--- src/rtl/wb_master_arbiter.sv ---
// Wishbone master-port arbiter: N_MASTERS requesters share one slave port; a grant is held for the whole cyc.
// Define WB_MASTER_ARBITER_TIMEOUT_EN to add the stalled-slave watchdog (ABORT/DRAIN states, timeout_o).
module wb_master_arbiter #(
  parameter int WB_DATA        = 32,
  parameter int N_MASTERS      = 2,
  parameter int TIMEOUT_CYCLES = 1024
) (
  input  logic                                wb_clk,
  input  logic                                rst_n,
  input  logic                                prio_mode_i,
  input  logic [N_MASTERS-1:0]                m_cyc_i,
  input  logic [N_MASTERS-1:0]                m_stb_i,
  input  logic [N_MASTERS-1:0]                m_we_i,
  input  logic [N_MASTERS*(WB_DATA>>3)-1:0]   m_sel_i,
  input  logic [N_MASTERS*WB_DATA-1:0]        m_adr_i,
  input  logic [N_MASTERS*WB_DATA-1:0]        m_dat_i,
  input  logic [N_MASTERS*3-1:0]              m_cti_i,
  input  logic [N_MASTERS*2-1:0]              m_bte_i,
  output logic [N_MASTERS-1:0]                m_ack_o,
  output logic [N_MASTERS-1:0]                m_err_o,
  output logic [N_MASTERS-1:0]                m_rty_o,
  output logic [WB_DATA-1:0]                  m_dat_o,
  output logic                                s_cyc_o,
  output logic                                s_stb_o,
  output logic                                s_we_o,
  output logic [(WB_DATA>>3)-1:0]             s_sel_o,
  output logic [WB_DATA-1:0]                  s_adr_o,
  output logic [WB_DATA-1:0]                  s_dat_o,
  output logic [2:0]                          s_cti_o,
  output logic [1:0]                          s_bte_o,
  input  logic                                s_ack_i,
  input  logic                                s_err_i,
  input  logic                                s_rty_i,
  input  logic [WB_DATA-1:0]                  s_dat_i,
  output logic [N_MASTERS-1:0]                grant_o,
  output logic                                busy_o,
  output logic                                timeout_o
);

  localparam int SEL_W = WB_DATA >> 3;
  localparam int IDX_W = (N_MASTERS > 1) ? $clog2(N_MASTERS) : 1;

`ifdef WB_MASTER_ARBITER_TIMEOUT_EN
  typedef enum logic [1:0] {IDLE, BUSY, ABORT, DRAIN} state_t;
`else
  typedef enum logic [1:0] {IDLE, BUSY} state_t;
`endif

  state_t               state_q, state_d;
  logic [N_MASTERS-1:0] grant_q, grant_d;
  logic [IDX_W-1:0]     last_q, last_d;
  logic [IDX_W-1:0]     gnt_idx;
  logic [IDX_W-1:0]     win_idx;
  logic                 g_cyc, g_stb;

  assign m_dat_o = s_dat_i;
  assign grant_o = grant_q;
  assign busy_o  = (state_q != IDLE);

  always_comb begin
    gnt_idx = '0;
    for (int i = 0; i < N_MASTERS; i++)
      if (grant_q[i]) gnt_idx = IDX_W'(i);
  end

  // Scan from the far end so the last hit is the lowest index (fixed) or nearest after the pointer (round-robin).
  always_comb begin
    int cand;
    win_idx = '0;
    cand    = 0;
    if (prio_mode_i) begin
      for (int i = N_MASTERS - 1; i >= 0; i--)
        if (m_cyc_i[i]) win_idx = IDX_W'(i);
    end else begin
      for (int k = N_MASTERS; k >= 1; k--) begin
        cand = int'(last_q) + k;
        if (cand >= N_MASTERS) cand = cand - N_MASTERS;
        if (m_cyc_i[cand]) win_idx = IDX_W'(cand);
      end
    end
  end

  assign g_cyc = m_cyc_i[gnt_idx];
  assign g_stb = m_stb_i[gnt_idx];

`ifdef WB_MASTER_ARBITER_TIMEOUT_EN
  logic [31:0] wd_q, wd_d;
  logic        wd_expire;
  logic        any_resp;

  assign any_resp  = s_ack_i | s_err_i | s_rty_i;
  assign wd_expire = g_stb && !any_resp && (wd_q == 32'(TIMEOUT_CYCLES - 1));

  // Holding the count at zero throughout IDLE gives the clear-on-entry to BUSY.
  always_comb begin
    wd_d = wd_q;
    if (state_q == IDLE)
      wd_d = '0;
    else if (state_q == BUSY) begin
      if (any_resp)   wd_d = '0;
      else if (g_stb) wd_d = wd_q + 32'd1;
    end
  end
`else
  logic unused_timeout;
  assign unused_timeout = ^TIMEOUT_CYCLES;
`endif

  always_comb begin
    // NOTE: every output and next-state value gets a default first so no path through the case infers a latch.
    state_d   = state_q;
    grant_d   = grant_q;
    last_d    = last_q;
    s_cyc_o   = 1'b0;
    s_stb_o   = 1'b0;
    s_we_o    = 1'b0;
    s_sel_o   = '0;
    s_adr_o   = '0;
    s_dat_o   = '0;
    s_cti_o   = '0;
    s_bte_o   = '0;
    m_ack_o   = '0;
    m_err_o   = '0;
    m_rty_o   = '0;
    timeout_o = 1'b0;
    unique case (state_q)
      IDLE: begin
        if (|m_cyc_i) begin
          grant_d = N_MASTERS'(1) << win_idx;
          state_d = BUSY;
        end
      end
      BUSY: begin
        s_cyc_o = g_cyc;
        s_stb_o = g_stb;
        s_we_o  = m_we_i[gnt_idx];
        s_sel_o = m_sel_i[gnt_idx*SEL_W +: SEL_W];
        s_adr_o = m_adr_i[gnt_idx*WB_DATA +: WB_DATA];
        s_dat_o = m_dat_i[gnt_idx*WB_DATA +: WB_DATA];
        s_cti_o = m_cti_i[gnt_idx*3 +: 3];
        s_bte_o = m_bte_i[gnt_idx*2 +: 2];
        m_ack_o = grant_q & {N_MASTERS{s_ack_i}};
        m_err_o = grant_q & {N_MASTERS{s_err_i}};
        m_rty_o = grant_q & {N_MASTERS{s_rty_i}};
        if (!g_cyc) begin
          grant_d = '0;
          last_d  = gnt_idx;
          state_d = IDLE;
        end
`ifdef WB_MASTER_ARBITER_TIMEOUT_EN
        else if (wd_expire) begin
          state_d = ABORT;
        end
`endif
      end
`ifdef WB_MASTER_ARBITER_TIMEOUT_EN
      ABORT: begin
        m_err_o   = grant_q;
        timeout_o = 1'b1;
        state_d   = DRAIN;
      end
      DRAIN: begin
        if (!g_cyc) begin
          grant_d = '0;
          last_d  = gnt_idx;
          state_d = IDLE;
        end
      end
`endif
      default: state_d = IDLE;
    endcase
  end

  always_ff @(posedge wb_clk or negedge rst_n) begin
    if (!rst_n) begin
      state_q <= IDLE;
      grant_q <= '0;
      last_q  <= IDX_W'(N_MASTERS - 1);
`ifdef WB_MASTER_ARBITER_TIMEOUT_EN
      wd_q    <= '0;
`endif
    end else begin
      // NOTE: non-blocking assignments so every register samples the pre-edge values.
      state_q <= state_d;
      grant_q <= grant_d;
      last_q  <= last_d;
`ifdef WB_MASTER_ARBITER_TIMEOUT_EN
      wd_q    <= wd_d;
`endif
    end
  end

endmodule
--- config.mk ---
export PLATFORM = sky130hd
export DESIGN_NAME = wb_master_arbiter
export DESIGN_NICKNAME = d
export VERILOG_FILES = /design/src/rtl/wb_master_arbiter.sv
export SDC_FILE = /design/constraint.sdc
export NUM_CORES = 1
export LEC_CHECK = 0
export ABC_CLOCK_PERIOD_IN_PS = 1600
export CORE_AREA = 10 10 111 113
export CTS_BUF_LIST = sky130_fd_sc_hd__clkbuf_4 sky130_fd_sc_hd__clkbuf_8
export CTS_CLUSTER_DIAMETER = 30
export DETAILED_ROUTE_END_ITERATION = 16
export DIE_AREA = 0 0 121 123
export PLACE_DENSITY = 0.68
export SYNTH_ARGS = -nofsm -noshare
export SYNTH_HDL_FRONTEND = slang
export SYNTH_SLANG_ARGS = --single-unit
--- constraint.sdc ---
create_clock -name wb_clk -period 1.6 [get_ports wb_clk]
set_input_delay 0.32 -clock wb_clk [delete_from_list [all_inputs] [get_ports wb_clk]]
set_output_delay 0.32 -clock wb_clk [all_outputs]
set_load 0.005 [all_outputs]
After elaboration in Yosys (flattened, before gate mapping)
Cells that the tools add are included.

word-level totals
  logic and storage cells = 71
  register bits after elaboration = 5

cells by class
  eq/ne operators = 3
  muxes and demuxes = 38
  multiply operators = 1
  magnitude comparators = 5
  add/sub/neg operators = 4
  bitwise gates (word level) = 4
  shift operators = 6
  reductions and logical operators = 7

operators by type and width
  kind                                                                                  number
  32-bit 2-to-1 mux                                                                     6
  64-bit by 7-bit variable part select with 32-bit output                               2
  32-bit by 3-bit less-than comparator with 1-bit output (second input constant)        2
  1-bit 2-to-1 mux                                                                      21
  2-bit 2-to-1 mux                                                                      7
  2-bit one-hot mux with 2 select lines                                                 2
  8-bit by 4-bit variable part select with 4-bit output                                 1
  2-bit AND                                                                             3
  6-bit by 4-bit variable part select with 3-bit output                                 1
  4-bit 2-to-1 mux                                                                      1
  2-bit inequality test (second input constant)                                         2
  2-bit AND reduction                                                                   2
  2-bit nonzero test                                                                    2
  4-bit by 3-bit variable part select with 2-bit output                                 1
  3-bit by 2-bit subtractor with 4-bit output (second input constant)                   1
  1-bit by 2-bit adder with 3-bit output (second input constant)                        1
  3-bit by 2-bit greater-or-equal comparator with 1-bit output (second input constant)  1
  1-bit by 2-bit multiplier with 3-bit output (second input constant)                   1
  3-bit 2-to-1 mux                                                                      1
  3-bit AND reduction                                                                   1
  2-bit by 2-bit subtractor with 3-bit output (second input constant)                   1
  1-bit by 1-bit adder with 2-bit output (second input constant)                        1
  2-bit by 1-bit equality test with 1-bit output (second input constant)                1
  2-bit greater-or-equal comparator (second input constant)                             1
  other kinds (5)                                                                       5

Longest topological paths before layout
Gate-level depths: netlist (run 1).

  word-level depth = 13
  gate-level depth with buffers = 5
  mapped depth without buffers = 3

Worst setup path after synthesis (run 1)
Ideal clock, no wire load.

  kind = register to output
  start = register state_q[0]
  end = output port s_adr_o[10]
  slack = 223 ps
  cell stages (with the launch flop) = 6
  data arrival time = 1057 ps
  buffers on the path = 3
  cells stage by stage = dfrtp_1 > clkbuf_2 > inv_2 > buf_2 > buf_2 > nor2_1

between the ends
  word-level cells in the longest chain between the ends = 2

RTL lines
  item                                            line  RTL
  start, declared                                 49    state_t state_q, state_d;
  start signal, assigned                          184   state_q <= state_d;
  2-bit by 1-bit equality test with 1-bit output  126   unique case (state_q)
  32-bit 2-to-1 mux                               126
  end, declared                                   27    output logic [WB_DATA-1:0] s_adr_o,

No other way between the ends.

Worst setup path after layout (run 1)
  start = register grant_q[1], in the netlist grant_o[1]
  end = output port s_cyc_o

between the ends
  word-level cells in the longest chain between the ends = 4

RTL lines
  item                                                 line  RTL
  start, declared                                      50    logic [N_MASTERS-1:0] grant_q, grant_d;
  start signal, assigned                               185   grant_q <= grant_d;
  1-bit 2-to-1 mux                                     63    if (grant_q[i]) gnt_idx = IDX_W'(i);
  1-bit 2-to-1 mux (implied by the code) (2 in a row)  83    assign g_cyc = m_cyc_i[gnt_idx];
  1-bit 2-to-1 mux                                     126
  end, declared                                        23    output logic s_cyc_o,

No other way between the ends. The select of a mux whose other input is x is not followed.

==> reports/results.md, run 1 <==
* complete, but fails checks — outcome
* setup timing — violated checks
* flip-flop — CP startpoint kind
* 752 nW/um^2 — areal power density over the cells
* 2 — maximum clock path buffer count
* 0 — max-capacitance violation count
* 0 — overflow left after global routing
* 14900 um^2 — area of the die
* 1630 um^2 — netlist area before placement
* input port to async pin — path category of the worst min-delay check
* 18.9 um — average wire per cell in the routed design
* 121 um — die width
* -7.46 ns — setup TNS
* 0.544 mV — worst ir drop on vdd
* 4030 um^2 — area post-placement
* 0.00655 ns — Layout Skew
* 4.04 — routed vias/inst
* true — unrepaired setup endpoints after global routing
* 8910 um — post-detail-place hpwl
* 6.22% — post-synthesis sequential area ratio
* 0 — Antenna diodes
* 4120 um^2 — final standard cell area without fillers
* sky130_fd_sc_hd__clkbuf_8 — master cell of the clock root buffer
* 37 — standard-cell row count
* 28.6% — fraction of final layout cells sized beyond drive strength 1
* 308 — number of ports placed on the die boundary
* 419 — syn_nets
* 37 — largest net degree at the start of global routing
* sky130_fd_sc_hd__mux2i_1, sky130_fd_sc_hd__buf_4, sky130_fd_sc_hd__nor2_1, sky130_fd_sc_hd__dfrtp_1, sky130_fd_sc_hd__and3_1 — main area contributors after synthesis
* 1.76 ns — clock period minus final worst setup slack
* 4 — length of the first detailed-routing pass in iterations
* 5 — Crit Path Max Fanout
* 110% — Final Cycle Share
* 3.10 mW — post-route total power
* 13.3% — overall track demand over capacity in global routing
* 242 — port bufs
* 0.857 — routability-driven placement congestion ratio
* 0 — Antenna Nets Post-Route
* 100% — share of synthesized registers carrying an async set or reset
* flip-flop to primary output — Crit Path Class
* 0 — EDFF count, synth
* 16.1% — initial cell density of the core
* sky130_fd_sc_hd__dfrtp_1 — most used flip-flop cell after synthesis
* 11100 um — wire length reported by the detailed router
* 0 — Hold Violations, Final
* 4 — number of synthesized register bits
* 229 — gate count of the mapped netlist
* 2436 — via count of the first global-routing pass
* 123 um — Die Span Y
* 1.44 ns — Worst EP arrival
* 1.90 nW — cell leakage power
* 645 — Final Net Count
* 0 — max-slew violations
* 153% — synth-to-layout area growth
* 46.7% — fraction of synthesized cell area taken by the top area cell type
* 1 — H-Tree Depth
* 0 — initial antenna violation count
* 0.568 GHz — upper clock frequency limit
* 0 — warnings from Yosys
* 10100 um^2 — Floorplan Core Area
* 0.04 ns — clock input transition at the sequential cells of the worst setup and hold paths
* 0.306 ns — hold_ws
* 4 — total clock sinks
* 15500 um — first-pass GRT wire length
* sky130_fd_sc_hd__nor2_1, sky130_fd_sc_hd__mux2i_1, sky130_fd_sc_hd__buf_4 — most used standard cells in the synthesized netlist
* 59 — DRT iter0 DRCs
* 79 — setup violators final
* 1031 — final-layout fill cell count
* sky130_fd_sc_hd__mux2i_1 — biggest area consumer among synthesized cells
* 7.11 um^2 — synthesized area divided by synthesized cell count
* sky130_fd_sc_hd__nor2_1 — count leader, synth
* 20 — number of different library cells in the post-synthesis netlist
* 3 — number of CTS-inserted buffers
* primary output — crit path capture type
* -0.162 ns — setup slack after layout
* 0 — Post-CTS Hold Buffers
* 0 — DRC violation count after routing
* 0.22 ns — Clock Latency Late Sink
* 2384 — via count
* built — TritonCTS clock tree
* 1.28 ns — required time reported for the critical path endpoint
-- cells by family after synthesis --
family / count (synthesis) / synth area share, %
muxes: 76 / 46.7
buffers and inverters: 54 / 22.3
and+or+nand+nor: 86 / 21.3
AOI/OAI and AO/OA: 8 / 3.30
other: 1 / 0.230
DFF: 4 / 6.22
-- placed cells by master (no fill, tap or decap) --
cell,n
sky130_fd_sc_hd__inv_2,1
sky130_fd_sc_hd__dlymetal6s2s_1,1
sky130_fd_sc_hd__dfstp_2,1
sky130_fd_sc_hd__o311a_1,1
sky130_fd_sc_hd__clkbuf_8,3
sky130_fd_sc_hd__inv_1,1
sky130_fd_sc_hd__a211o_1,1
sky130_fd_sc_hd__and2b_2,1
sky130_fd_sc_hd__buf_4,9
sky130_fd_sc_hd__a32o_1,1
sky130_fd_sc_hd__mux2i_2,5
sky130_fd_sc_hd__nor2_2,2
sky130_fd_sc_hd__buf_6,8
sky130_fd_sc_hd__and3_1,3
sky130_fd_sc_hd__and3_2,1
sky130_fd_sc_hd__nor2_1,75
sky130_fd_sc_hd__conb_1,1
sky130_fd_sc_hd__mux2i_1,71
sky130_fd_sc_hd__and3_4,3
sky130_fd_sc_hd__dlygate4sd2_1,3
sky130_fd_sc_hd__a21oi_1,2
sky130_fd_sc_hd__clkdlybuf4s50_1,158
sky130_fd_sc_hd__clkbuf_2,1
sky130_fd_sc_hd__buf_12,5
sky130_fd_sc_hd__dfrtp_4,1
sky130_fd_sc_hd__buf_16,11
sky130_fd_sc_hd__o21ai_0,3
sky130_fd_sc_hd__clkbuf_4,1
sky130_fd_sc_hd__nand2_1,1
sky130_fd_sc_hd__buf_8,1
sky130_fd_sc_hd__buf_2,76
sky130_fd_sc_hd__dfrtp_1,2
-- worst max-delay path, cell delays in order (launching register included) --
cell and delay, ns:
sky130_fd_sc_hd__dfrtp_4 0.51, sky130_fd_sc_hd__buf_6 0.16, sky130_fd_sc_hd__buf_6 0.13, sky130_fd_sc_hd__mux2i_2 0.21, sky130_fd_sc_hd__nor2_2 0.07, sky130_fd_sc_hd__buf_2 0.13
-- area by class of cell --
cell class,instances,area [um^2],share of cell area (%)
Clock buffer,4,48.8,1.19
Inverter,2,7.51,0.182
Multi-Input combinational cell,171,1200,29.2
Sequential cell,4,105,2.55
Tap cell,136,170,4.13
Timing Repair Buffer,273,2580,62.7
-- per-layer routing --
metal / global-route usage, % / part of all wire (%) / vias up
li1: - / - / 1187
met1: 14.0 / 36 / 1092
met2: 26.2 / 57 / 89
met3: 3.37 / 6.2 / 16
met4: 2.04 / 1.0 / 0
met5: 0 / 0 / -
-- what timing repair did --
| action | CTS | global route |
|---|---|---|
| gates resized for setup | 346 | 10 |
| pin swaps | 10 | 19 |
| gates cloned | 10 | 0 |
| setup endpoints to repair | 83 | 82 |
| buffers inserted | 8 | 0 |
-- sequential cells by signal (all words and copies together), names as in the netlist --
name,cells
grant_o,2
last_q,1
state_q,1
-- power breakdown --
part / internal, mW / switching, mW / leakage [nW]
logic: 1.61 / 1.05 / 1.83
clock network: 0.187 / 0.0567 / 0.0262
registers: 0.146 / 0.0429 / 0.0458
total: 1.95 / 1.15 / 1.90
-- final timing paths --
| path | start | endpoint | slack (ns) | cells past startpoint |
|---|---|---|---|---|
| max | grant_o[1]$_DFFE_PN0P_ | s_cyc_o | -0.16 | 5 |
| min | rst_n | grant_o[1]$_DFFE_PN0P_ | 0.31 | 1 |
| max reg2reg | grant_o[1]$_DFFE_PN0P_ | grant_o[0]$_DFFE_PN0P_ | -0.10 | 7 |
| min reg2reg | last_q$_DFFE_PN1P_ | last_q$_DFFE_PN1P_ | 0.49 | 2 |
| max in group asynchronous | rst_n | last_q$_DFFE_PN1P_ | 1.05 | 1 |
| min in group wb_clk | last_q$_DFFE_PN1P_ | last_q$_DFFE_PN1P_ | 0.49 | 2 |
-- stage by stage --
| stage | setup WS, ns | std cells | util [%] |
|---|---|---|---|
| global placement | -0.310 | 568 | 39.8 |
| global route | -0.212 | 590 | 40.6 |
| CTS | -0.190 | 590 | 40.6 |
| floorplan | 0.223 | 229 | - |
| detailed placement | -0.318 | 568 | 39.8 |
| finish | -0.162 | 590 | 40.6 |
No activity file was read; power rests on OpenSTA's default activity.
==> run 2, diff against run 1 <==
--- a/config.mk
+++ b/config.mk
@@ -5,7 +5,6 @@
 export SDC_FILE = /design/constraint.sdc
 export NUM_CORES = 1
 export LEC_CHECK = 0
-export ABC_CLOCK_PERIOD_IN_PS = 1600
 export CORE_AREA = 10 10 111 113
 export CTS_BUF_LIST = sky130_fd_sc_hd__clkbuf_4 sky130_fd_sc_hd__clkbuf_8
 export CTS_CLUSTER_DIAMETER = 30
==> results of run 2 <==
Final layout, timing and power as in run 1 (identical DEF).
==> run 3, diff against run 2 <==
==> constraint.sdc (replaced) <==
create_clock -name wb_clk -period 2.2 [get_ports wb_clk]
set_input_delay 0.44 -clock wb_clk [delete_from_list [all_inputs] [get_ports wb_clk]]
set_output_delay 0.44 -clock wb_clk [all_outputs]
set_load 0.005 [all_outputs]
==> run 3 against run 2 <==
- the run now ends clean
- combinational power decreased by 36%
- register-to-register slack improved by 0.52 ns
- flip-flop and latch count unchanged
- largest power group unchanged
==> reports/results.md, run 3 (synthesis results as in run 1) <==
* finished clean — outcome
* grant_o[0]$_DFFE_PN0P_ — reg-to-reg critical path endpoint
* 0 — Hold Violations, Final, unchanged
* 0 — setup violators final, -100%
* 0 — initial antenna violation count, unchanged
* 0.927 — routability-driven placement congestion ratio, +8.3%
* 0 — DRC violation count after routing, unchanged
* 0 — Antenna Nets Post-Route, unchanged
* primary output — crit path capture type
* 0 — max-capacitance violation count, unchanged
* 0.04 ns — clock input transition at the sequential cells of the worst setup and hold paths, about the same
* sky130_fd_sc_hd__clkdlybuf4s50_1 — most common cell after layout, fill and taps aside
* 0 — max-slew violations, unchanged
* 14300 um — first-pass GRT wire length, -7.4%
* 14900 um^2 — area of the die, unchanged
* 2 — flip-flop count of the largest register, all copies and words added, unchanged
* 563 — Inst Count DP, -0.88%
* 0.455 GHz — upper clock frequency limit
* 1.85 nW — cell leakage power, -3.0%
* 0 — Antenna diodes, unchanged
* input port to async pin — path category of the worst min-delay check
* 0 — overflow left after global routing, unchanged
* 8900 um — post-detail-place hpwl, -0.16%
* sky130_fd_sc_hd__clkdlybuf4s50_1, sky130_fd_sc_hd__nor2_1, sky130_fd_sc_hd__mux2i_1 — most frequent cells in the layout
* 0.42 ns — worst-case register-to-register setup slack, +0.52 ns
* 121 um — die width, unchanged
* 4.39% — fraction of final layout cells sized beyond drive strength 1, -24 points
* sky130_fd_sc_hd__clkbuf_8 — master cell of the clock root buffer
* 12.0% — overall track demand over capacity in global routing, -1.2 points
* 1.76 ns — required time reported for the critical path endpoint, +0.48 ns
* 18.4 um — average wire per cell in the routed design, -2.4%
* grant_o[1]$_DFFE_PN0P_ — startpoint of the worst register-to-register path
* 569 — post-route insts no fill, -3.6%
* 1 — H-Tree Depth, unchanged
* 16.1% — initial cell density of the core, unchanged
* 0.423 ns — hold_ws, +0.117 ns
* 47 — largest net degree at the start of global routing, +27%
* 99.9% — Final Cycle Share
* 4 — total clock sinks, unchanged
* flip-flop to primary output — Crit Path Class
* 1160 um^2 — area occupied by multi-input gates, -3.2%
* 0.00749 ns — Layout Skew, +0.000932 ns
* flip-flop — CP startpoint kind
* 3 — number of CTS-inserted buffers, unchanged
* 40.4% — final core utilization, -0.21 points
* 0.474 mV — worst ir drop on vdd, -13%
* 0.22 ns — Clock Latency Late Sink, about the same
* 2.02 mW — post-route total power, -35%
* 61 — DRT iter0 DRCs, +3.4%
* true — unrepaired setup endpoints after global routing
* 308 — number of ports placed on the die boundary, unchanged
* 1023 — final-layout fill cell count, -0.78%
* 36 — Crit Path Max Fanout, +31
* 1.76 ns — Worst EP arrival, +0.32 ns
* 2301 — via count, -3.5%
* 151% — synth-to-layout area growth
* 2 — maximum clock path buffer count, unchanged
* 6 — number of cells on the worst reg-to-reg path, -1
* 0 — Post-CTS Hold Buffers, unchanged
* 10500 um — wire length reported by the detailed router, -5.9%
* 2434 — via count of the first global-routing pass, -0.082%
* 37 — standard-cell row count, unchanged
* 2.20 ns — clock period minus final worst setup slack
* 123 um — Die Span Y, unchanged
* 494 nW/um^2 — areal power density over the cells, -34%
* built — TritonCTS clock tree
* 105 um^2 — area occupied by registers, unchanged
* 242 — port bufs, unchanged
* 624 — Final Net Count, -3.3%
* 4 — length of the first detailed-routing pass in iterations, unchanged
* 10100 um^2 — Floorplan Core Area, unchanged
* 4.04 — routed vias/inst, about the same
* 0 ns — setup TNS, +7.46 ns
## run 3: how the worst max path moves through the flow
stage | from | end | slack, ns | cells past startpoint
6_report | grant_o[1]$_DFFE_PN0P_ | s_adr_o[17] | 0.001 | 4
5_1_grt | grant_o[1]$_DFFE_PN0P_ | s_adr_o[2] | -0.06 | 4
4_1_cts | grant_o[1]$_DFFE_PN0P_ | s_adr_o[22] | -0.06 | 4
3_5_place_dp | m_cyc_i[0] | s_cyc_o | 0.03 | 4
3_3_place_gp | m_cyc_i[0] | s_cyc_o | 0.05 | 4
2_1_floorplan | state_q[0]$_DFFE_PN0P_ | s_adr_o[10] | 0.70 | 5
## run 3: cell type report
class,count,area share (%)
Timing Repair Buffer,252,63.5
Sequential cell,4,2.57
Multi-Input combinational cell,171,28.4
Clock buffer,4,1.19
Tap cell,136,4.16
Inverter,2,0.183
## run 3: power by group
group | internal, mW | total, mW | switching (mW) | leakage [nW]
Combinational | 1.05 | 1.71 | 0.657 | 1.77
Clock | 0.136 | 0.177 | 0.0409 | 0.0262
Sequential | 0.106 | 0.137 | 0.0303 | 0.0458
## run 3: stage by stage
| step | setup slack (ns) | cell area, um^2 |
|---|---|---|
| after global routing | -0.0643 | 4100 |
| after detailed placement | 0.0308 | 3980 |
| final | 0.00135 | 4100 |
| after CTS | -0.0569 | 4030 |
| after floorplan | 0.703 | 1630 |
| after global placement | 0.0479 | 3980 |
## run 3: worst max-delay path, stage by stage (launching register included)
cell and delay, ns:
sky130_fd_sc_hd__dfrtp_4 0.51, sky130_fd_sc_hd__buf_12 0.20, sky130_fd_sc_hd__mux2i_1 0.14, sky130_fd_sc_hd__nor2_1 0.12
sky130_fd_sc_hd__clkdlybuf4s50_1 0.53
## run 3: routing by layer
metal  track usage, %  wire length (um)  part of all wire, %  up-vias
met4             1.36                68                 0.65        0
li1                 -                 -                    -     1139
met2             24.9              6220                   59       91
met3             3.51               752                  7.2       12
met1             11.7              3440                   33     1059
met5                0                 0                    0        -
## run 3: repair_timing
action | 4_1_cts | 5_1_grt
cloned | 0 | 1
hold endpoints to repair | 0 | 0
pin swaps | 0 | 2
resized for setup | 10 | 15
buffers inserted | 0 | 1
endpoints found under the setup margin | 8 | 53
